**src/rtl/vsrc_sweep_ctrl.sv**
```systemverilog
// vsrc_sweep_ctrl: linear sweep sequencer for a code-driven DC voltage source.
// It steps src_code from cfg_start by cfg_step for cfg_points points, waits
// cfg_dwell cycles at each point, then hands the point to a measurement block
// through the smp_req/smp_ack handshake.
//
// Optional build macro VSRC_SWEEP_BIDIR_EN: after the last forward point the
// sweep retraces back to index 0 with -step (turnaround not repeated), and an
// extra output 'dir' (1 = reverse) is present.
//
// Ports:
//   clk, rst_n              clock, asynchronous active-low reset
//   start, abort            sweep start pulse, sweep abort level
//   cfg_start, cfg_step     first code, signed increment (latched at start)
//   cfg_points, cfg_dwell   point count, settle cycles per point (latched)
//   src_code, src_en        code and enable to the source/DAC model
//   smp_req, smp_ack        measurement handshake
//   idx                     current point index
//   busy, done, sat         not-idle, completion pulse, sticky clamp flag
//   dir                     sweep direction (VSRC_SWEEP_BIDIR_EN only)
module vsrc_sweep_ctrl #(
    parameter int unsigned CODE_W  = 12,
    parameter int unsigned CNT_W   = 10,
    parameter int unsigned DWELL_W = 16
) (
    input  logic               clk,
    input  logic               rst_n,
    input  logic               start,
    input  logic               abort,
    input  logic [CODE_W-1:0]  cfg_start,
    input  logic [CODE_W-1:0]  cfg_step,
    input  logic [CNT_W-1:0]   cfg_points,
    input  logic [DWELL_W-1:0] cfg_dwell,
    output logic [CODE_W-1:0]  src_code,
    output logic               src_en,
    output logic               smp_req,
    input  logic               smp_ack,
    output logic [CNT_W-1:0]   idx,
    output logic               busy,
    output logic               done,
    output logic               sat
`ifdef VSRC_SWEEP_BIDIR_EN
    ,
    output logic               dir
`endif
);

    // Two guard bits so any code plus or minus any step is represented exactly.
    localparam int unsigned SUM_W = CODE_W + 2;

    typedef enum logic [1:0] {
        S_IDLE   = 2'd0,
        S_SETTLE = 2'd1,
        S_SAMPLE = 2'd2,
        S_DONE   = 2'd3
    } state_t;

    state_t state, state_nxt;

    logic [CODE_W-1:0]  step_q, step_nxt;
    logic [CNT_W-1:0]   points_q, points_nxt;
    logic [DWELL_W-1:0] dwell_q, dwell_nxt;
    logic [DWELL_W-1:0] timer, timer_nxt;
    logic [CODE_W-1:0]  code_nxt;
    logic [CNT_W-1:0]   idx_nxt;
    logic               sat_nxt;
    logic               rev, rev_nxt;

    logic [CNT_W-1:0]   last_idx;
    logic               next_rev;
    logic               sweep_end;
    logic [SUM_W-1:0]   step_ext;
    logic [SUM_W-1:0]   code_ext;
    logic [SUM_W-1:0]   sum;
    logic [CODE_W-1:0]  code_step;
    logic               clamp;
    logic [CNT_W-1:0]   idx_step;

    assign last_idx = points_q - CNT_W'(1);

`ifdef VSRC_SWEEP_BIDIR_EN
    // Next point runs in reverse once the forward leg's last point is acked.
    assign next_rev  = rev || (!rev && (idx == last_idx));
    assign sweep_end = (idx == '0) && next_rev;
    assign dir       = rev;
`else
    assign next_rev  = 1'b0;
    assign sweep_end = (idx == last_idx);
`endif

    // Next code: wide signed sum, then clamp into the unsigned code range.
    always_comb begin
        step_ext  = {{2{step_q[CODE_W-1]}}, step_q};
        code_ext  = {2'b00, src_code};
        sum       = next_rev ? (code_ext - step_ext) : (code_ext + step_ext);
        clamp     = 1'b0;
        code_step = sum[CODE_W-1:0];
        if (sum[SUM_W-1]) begin
            code_step = '0;
            clamp     = 1'b1;
        end else if (sum[CODE_W]) begin
            code_step = '1;
            clamp     = 1'b1;
        end
        idx_step = next_rev ? (idx - CNT_W'(1)) : (idx + CNT_W'(1));
    end

    // State register.
    always_ff @(posedge clk or negedge rst_n) begin
        if (!rst_n) state <= S_IDLE;
        else        state <= state_nxt;
    end

    // Next-state logic; abort wins over ack and start.
    always_comb begin
        state_nxt = state;
        case (state)
            S_IDLE: begin
                if (start && !abort)
                    state_nxt = (cfg_points == '0) ? S_DONE : S_SETTLE;
            end
            S_SETTLE: begin
                if (abort)              state_nxt = S_IDLE;
                else if (timer == '0)   state_nxt = S_SAMPLE;
            end
            S_SAMPLE: begin
                if (abort)              state_nxt = S_IDLE;
                else if (smp_ack)       state_nxt = sweep_end ? S_DONE : S_SETTLE;
            end
            S_DONE:   state_nxt = S_IDLE;
            default:  state_nxt = S_IDLE;
        endcase
    end

    // Output/datapath next values; everything holds unless a transition acts.
    always_comb begin
        code_nxt   = src_code;
        idx_nxt    = idx;
        sat_nxt    = sat;
        timer_nxt  = timer;
        step_nxt   = step_q;
        points_nxt = points_q;
        dwell_nxt  = dwell_q;
        rev_nxt    = rev;
        case (state)
            S_IDLE: begin
                if (start && !abort) begin
                    step_nxt   = cfg_step;
                    points_nxt = cfg_points;
                    dwell_nxt  = cfg_dwell;
                    timer_nxt  = cfg_dwell;
                    idx_nxt    = '0;
                    sat_nxt    = 1'b0;
                    rev_nxt    = 1'b0;
                    if (cfg_points != '0) code_nxt = cfg_start;
                end
            end
            S_SETTLE: begin
                if (timer != '0) timer_nxt = timer - DWELL_W'(1);
            end
            S_SAMPLE: begin
                if (!abort && smp_ack && !sweep_end) begin
                    idx_nxt   = idx_step;
                    code_nxt  = code_step;
                    sat_nxt   = sat | clamp;
                    timer_nxt = dwell_q;
                    rev_nxt   = next_rev;
                end
            end
            default: ;
        endcase
    end

    // Output and datapath registers; handshake/status flags follow the next state.
    always_ff @(posedge clk or negedge rst_n) begin
        if (!rst_n) begin
            src_code <= '0;
            src_en   <= 1'b0;
            smp_req  <= 1'b0;
            idx      <= '0;
            busy     <= 1'b0;
            done     <= 1'b0;
            sat      <= 1'b0;
            step_q   <= '0;
            points_q <= '0;
            dwell_q  <= '0;
            timer    <= '0;
            rev      <= 1'b0;
        end else begin
            src_code <= code_nxt;
            src_en   <= (state_nxt == S_SETTLE) || (state_nxt == S_SAMPLE);
            smp_req  <= (state_nxt == S_SAMPLE);
            idx      <= idx_nxt;
            busy     <= (state_nxt != S_IDLE);
            done     <= (state_nxt == S_DONE);
            sat      <= sat_nxt;
            step_q   <= step_nxt;
            points_q <= points_nxt;
            dwell_q  <= dwell_nxt;
            timer    <= timer_nxt;
            rev      <= rev_nxt;
        end
    end

endmodule

```
**config.mk**
```make
export PLATFORM = sky130hd
export DESIGN_NAME = vsrc_sweep_ctrl
export DESIGN_NICKNAME = d
export VERILOG_FILES = /design/src/rtl/vsrc_sweep_ctrl.sv
export SDC_FILE = /design/constraint.sdc
export NUM_CORES = 1
export LEC_CHECK = 0
export BUFFER_PORTS_ARGS = -buffer_cell sky130_fd_sc_hd__buf_2
export CAP_MARGIN = 10
export CORE_MARGIN = 8
export CORE_UTILIZATION = 50
export CTS_BUF_LIST = sky130_fd_sc_hd__clkbuf_16
export CTS_CLUSTER_DIAMETER = 50
export DETAILED_ROUTE_END_ITERATION = 12
export GPL_TIMING_DRIVEN = 0
export PLACE_DENSITY_LB_ADDON = 0.3
export SETUP_SLACK_MARGIN = 0.2
export SYNTH_ARGS = -nofsm -noshare
export SYNTH_HDL_FRONTEND = slang
export SYNTH_SLANG_ARGS = --single-unit
```
**constraint.sdc**
```tcl
create_clock -name clk -period 3.05 [get_ports clk]
set_input_delay 0.1525 -clock clk [delete_from_list [all_inputs] [get_ports clk]]
set_output_delay 0.1525 -clock clk [all_outputs]
set_load 0.1 [all_outputs]
```
==> results of run 1 <==
## cells in the mapped netlist (3+ instances only)
library cell	count
o21ai_0	24
or4_1	5
a2bb2oi_1	10
o41ai_1	4
mux2_4	8
a22oi_1	11
nand3_1	8
xnor2_1	23
nor2_1	63
nand4_1	5
buf_1	3
or3_1	5
clkbuf_1	16
nand2_1	39
nor4_1	5
mux2_2	42
a211o_1	4
a21o_1	5
o21a_1	4
o211ai_1	6
nand2b_1	9
nor3_1	15
a22o_1	4
xor2_1	12
a21oi_1	39
ha_1	23
inv_1	25
a31oi_1	8
dfrtp_1	83
## logic make-up (layout without fill, tap and decap cells)
kind of cell,Yosys count,in the layout
XOR/XNOR,35,35
AND/OR/NAND/NOR,170,170
adder cells (fa/ha/maj),24,24
buffers and inverters,48,158
flip-flops,83,83
AO/OA/AOI/OAI,133,133
multiplexers,51,51
## state kept, by name, summed over array words and instances (netlist names)
name / flops
busy: 1
src_code: 12
sat: 1
dwell_q: 16
timer: 16
idx: 10
smp_req: 1
points_q: 10
step_q: 12
src_en: 1
state: 2
done: 1
## cell usage in the layout, fill, tap and decap left out, types with 16 or more instances in the layout
| master | count |
|---|---|
| buf_2 | 82 |
| dfrtp_1 | 66 |
| nor2_1 | 62 |
| mux2_2 | 42 |
| nand2_1 | 39 |
| a21oi_1 | 37 |
| inv_1 | 25 |
| o21ai_0 | 23 |
| ha_1 | 22 |
| xnor2_1 | 19 |
| dfrtp_2 | 16 |
## critical path: stages (launching register included)
cell	delay (ns)
dfrtp_1	0.37
inv_1	0.08
ha_4	0.17
nor2b_4	0.12
buf_6	0.13
or3_4	0.33
a31oi_4	0.21
nand4_1	0.21
nor4_4	0.41
buf_4	0.18
buf_6	0.13
nor2_4	0.06
a211o_1	0.27
o41ai_1	0.06
## power breakdown
part	internal, uW	switching [uW]	total [uW]
logic	1850	2630	4480
clock network	540	438	977
registers	1580	462	2040
## final cells by class
class | count | area share [%]
Buffer | 23 | 1.77
Clock buffer | 9 | 3.49
Clock inverter | 7 | 0.563
Inverter | 25 | 1.46
Multi-Input combinational cell | 413 | 49.2
Sequential cell | 83 | 32.6
Tap cell | 136 | 2.64
Timing Repair Buffer | 94 | 8.34
## path summary, 6_finish.rpt
| check | cells past startpoint | slack (ns) | start | to |
|---|---|---|---|---|
| min reg2reg | 1 | 0.50 | timer[15] | timer[15] |
| min in group asynchronous | 2 | 0.32 | rst_n | step_q[5] |
| min | 2 | 0.05 | cfg_step[1] | step_q[1] |
| max reg2reg | 13 | 0.20 | points_q[1] | idx[8] |
| max in group asynchronous | 3 | 2.11 | rst_n | src_code[1] |
| max | 13 | 0.20 | points_q[1] | idx[8] |
## through the flow
stage | total power (uW) | std cells | area, sq um | setup TNS [ns]
floorplan | 5230 | 544 | 5250 | 0
global placement | 5900 | 760 | 5820 | -0.337
detailed placement | 6050 | 761 | 5850 | -0.665
CTS | 7110 | 779 | 6170 | 0
global route | 7990 | 790 | 6450 | 0
finish | 7510 | 790 | 6450 | 0
## per-layer routing
| metal | up-vias | share of wire (%) | track usage (%) |
|---|---|---|---|
| met5 | - | 0 | 0 |
| met4 | 0 | 2.2 | 6.49 |
| met3 | 27 | 5.1 | 3.93 |
| met2 | 160 | 50 | 32.7 |
| met1 | 2257 | 42 | 23.2 |
| li1 | 2156 | - | - |
## timing repair
action,4_1_cts,5_1_grt
cloned,0,1
hold buffers,1,0
setup endpoints to repair,27,42
buffers inserted,1,10
endpoints found under the hold margin,34,0
gates resized for setup,10,41
pin swaps,4,10
==> flow_summary.ini, run 1 <==
[detailed_routing]
drc = 0
wl_per_cell_microns = 17.5
vias_per_cell = 5.82
wl_microns = 13800
drtPass1Iterations = 4
vias = 4600
ant_nets = 0
first_iter_violations = 386

[synth]
synth_edf_count = 0
synthMuxAreaShare_pct = 11.6
synth-compound-area-share_pct = 17.1
synth_flop_cell = dfrtp_1
ys_seq_area_share_pct = 40.0
syn-num-nets = 623
synthArstFlopShare_pct = 100
synth_area_per_cell_sq_um = 9.55
synth-simple-area-share_pct = 15.8
synth_top_area_share_pct = 40.0
synth_xor_area_share_pct = 5.90
yosysWarnings = 0
synthAdderAreaFrac_pct = 5.93
syn-instance-count = 544
synth.area.top_cells = dfrtp_1 (40%), mux2_2 (9.1%), ha_1 (5.5%)
synth_top_cell_by_area = dfrtp_1
synth_area_sq_um = 5190
synth_top_family_by_area = compound AO/OA/AOI/OAI gates
synth_cell_types = 56
ys_ff_latch = 83

[sta]
setup_viol = 0
whs_ns = 0.0459
fin_ws_ns = 0.198
worst_slew_margin_rel_pct = 53.4
fmax_ghz = 0.351
worst_pin_slew_ns = 0.700
finClkSkew_ns = 0.00790
fin_crit_ns = 2.85
maxSlewViolCount = 0
rsz0062_at_grt = true
hold_viol = 0
finalCritPeriodShare_pct = 93.5

[floorplan]
initial_core_util_pct = 51.0
num_rows = 37
die_w_microns = 118
die_area_sq_um = 13900
dieHeight_microns = 118
io_pins = 82
core-area_sq_um = 10200

[cells_and_area]
seqCellArea_sq_um = 2100
nNetsFinal = 728
finish.utilization_pct = 63.3
multiInputGateArea_sq_um = 3170
diodes = 0
area_delta_synth_final_pct = 24.1
drive_gt1_share_pct = 33.0
nFillCells = 872

[power]
ir_drop_mv = 0.614
leakagePower_uw = 0.00282
p_per_area_nw_per_um2 = 1160

[grt]
antenna_found_initial = 0
track_usage_pct = 19.1
first_global_vias = 4647
grt_overflow = 0
grt_pass1_wl_microns = 22200
grt_max_degree = 50

[placement]
portBuffers = 80
place_congestion = 0.903
dp_slack_ns = -0.271
hpwl_microns = 9890

[critical_path]
critPathArrivalTime_ns = 3.08
endpoint_kind = flip-flop
start_kind = flip-flop
critPathMaxFanout = 8
worstPathRequired_ns = 3.27
critPathKind = flip-flop to flip-flop

[clock_network]
cts_made_buffers = 9
clock_sinks = 83
cts_tree = built
clk_pin_slew_ns = 0.06
clock_path_buffers = 2
clock_latency_ns = 0.34
root_buffer = clkbuf_16
cts-htree-levels = 3

[min_path]
hold_path.class = input port to flip-flop

[status]
outcome = completed

[job]
maxCapViolations = 0
Note: power is estimated with default switching activity, not from simulation.
==> run 2: changes to the inputs <==
--- a/constraint.sdc
+++ b/constraint.sdc
@@ -3,2 +3,2 @@
 set_output_delay 0.1525 -clock clk [all_outputs]
-set_load 0.1 [all_outputs]
+set_load 0.02 [all_outputs]
==> run 2 against run 1 <==
- sequential share of layout area fell by 0.10 points
- sequential power barely moved
- routed wire length fell by 1.8%
- power fell by 6.4%
- worst setup slack improved by 0.073 ns
- count of clock-buffer cells in the layout did not move
- first-iteration DRC count fell by 31%
- critical path depth fell by 2
- global-route usage fell by 0.15 points
- critical path type unchanged
==> flow_summary.ini, run 2 (same netlist as run 1, synthesis figures left out) <==
[critical_path]
worstPathRequired_ns = 3.27
cp_cell_sequence = inv_2, ha_4, nor2b_4, buf_6, or3_4, a31oi_4, nand4_1, o41ai_2, a21oi_2, buf_6, mux2_4
endpoint_kind = flip-flop
critPathKind = flip-flop to flip-flop
max_stage_delay_ns = 0.41
slowest_stage = dfrtp_1
critPathArrivalTime_ns = 3.00
critPathMaxFanout = 7
rrSetupSlack_ns = 0.27
cpMostUsedCell = buf_6
start_kind = flip-flop

[grt]
grt_pass1_wl_microns = 21700
grt_overflow = 0
antenna_found_initial = 0
grt_max_degree = 56
first_global_vias = 4465
track_usage_pct = 18.9

[clock_network]
cts-htree-levels = 3
cts_made_buffers = 9
clock_latency_ns = 0.34
clock_path_buffers = 2
root_buffer = clkbuf_16
cts_tree = built
clock_sinks = 83
clk_pin_slew_ns = 0.06

[cells_and_area]
nNetsFinal = 733
area_delta_synth_final_pct = 23.3
mostFrequentLayoutCells = buf_2 (81), dfrtp_1 (81), nor2_1 (62), mux2_2 (42), nand2_1 (39)
finish.utilization_pct = 62.9
diodes = 0
biggestRegsByFlops = dwell_q: 16 flops, timer: 16 flops
drive_gt1_share_pct = 31.3
nFillCells = 875

[placement]
portBuffers = 80
place_congestion = 0.846
hpwl_microns = 9680

[sta]
fin_crit_ns = 2.78
finClkSkew_ns = 0.00726
rsz0062_at_grt = true
maxSlewViolCount = 0
fmax_ghz = 0.360
worst_pin_slew_ns = 0.698
hold_viol = 0
whs_ns = 0.0427
finalCritPeriodShare_pct = 91.1
worst_slew_margin_rel_pct = 53.5
setup-tns-final_ns = 0
setup_viol = 0

[floorplan]
die_area_sq_um = 13900
dieHeight_microns = 118
num_rows = 37
initial_core_util_pct = 51.0
die_w_microns = 118
core-area_sq_um = 10200
io_pins = 82

[min_path]
hold_path.class = input port to flip-flop

[power]
power_uw = 7030
p_per_area_nw_per_um2 = 1100
ir_drop_mv = 0.441
leakagePower_uw = 0.00286

[detailed_routing]
first_iter_violations = 266
ant_nets = 0
wl_microns = 13600
drtPass1Iterations = 4
vias = 4501
vias_per_cell = 5.67
wl_per_cell_microns = 17.1
drc = 0

[status]
outcome = completed

[job]
maxCapViolations = 0
## run 2: cell count changes in the layout (fill, tap and decap cells not counted), moves of 2 or more
cell / previous run / this run
buf_4: 12 / 18
clkinv_1: 2 / 0
dfrtp_1: 66 / 81
xnor2_4: 2 / 0
dfrtp_2: 16 / 2
xnor2_2: 2 / 4
## run 2: what timing repair did
| action | in CTS | in global routing |
|---|---|---|
| setup buffers | 1 | 15 |
| hold buffers | 1 | 0 |
| setup endpoints to repair | 31 | 35 |
| gates cloned | 0 | 1 |
| hold endpoints to repair | 28 | 0 |
| resized for setup | 7 | 42 |
| pin swaps | 4 | 13 |
## run 2: through the flow
stage	cells	worst slack (ns)	instance area, sq um
6_report	794	0.271	6400
5_1_grt	794	0.169	6400
4_1_cts	778	0.202	6130
3_5_place_dp	761	-0.267	5800
3_3_place_gp	760	-0.167	5770
2_1_floorplan	544	0.170	5200
## run 2: per-layer routing
metal  part of all wire, %  up-vias  track usage (%)
li1                      -     2172                -
met1                    46     2205             25.0
met2                    48      102             30.2
met3                   3.6       22             3.65
met4                   2.0        0             6.57
met5                     0        -                0
## run 2: final timing paths
kind,startpoint,to,cells after the start
max in group asynchronous,rst_n,dwell_q[10],3
max,points_q[1],timer[9],11
min,cfg_step[1],step_q[1],2
min in group asynchronous,rst_n,step_q[11],2
min reg2reg,timer[15],timer[15],1
max reg2reg,points_q[1],timer[9],11
## run 2: final cells by class
class | count | area, sq um | area share [%]
multi-input cells | 413 | 3090 | 48.2
flip-flops and latches | 83 | 2080 | 32.5
repair buffers | 99 | 572 | 8.93
clock buffers | 9 | 225 | 3.52
well taps | 136 | 170 | 2.66
plain buffers | 23 | 118 | 1.84
inverters | 25 | 93.8 | 1.47
clock inverters | 6 | 58.8 | 0.919
## run 2: worst max-delay path, delay by kind of cell, from the launching register on
family | cells | cell delay [ns]
compound gates | 3 | 0.73
simple gates | 3 | 0.67
flops | 1 | 0.41
buf+inv | 3 | 0.39
mux | 1 | 0.29
fa+ha+maj | 1 | 0.17
## run 2: report_power, final
group	switching, uW	internal [uW]	leakage, uW	total, uW
logic	2050	1890	0.00173	3940
registers	452	1570	0.000997	2020
clock network	440	624	0.000138	1060
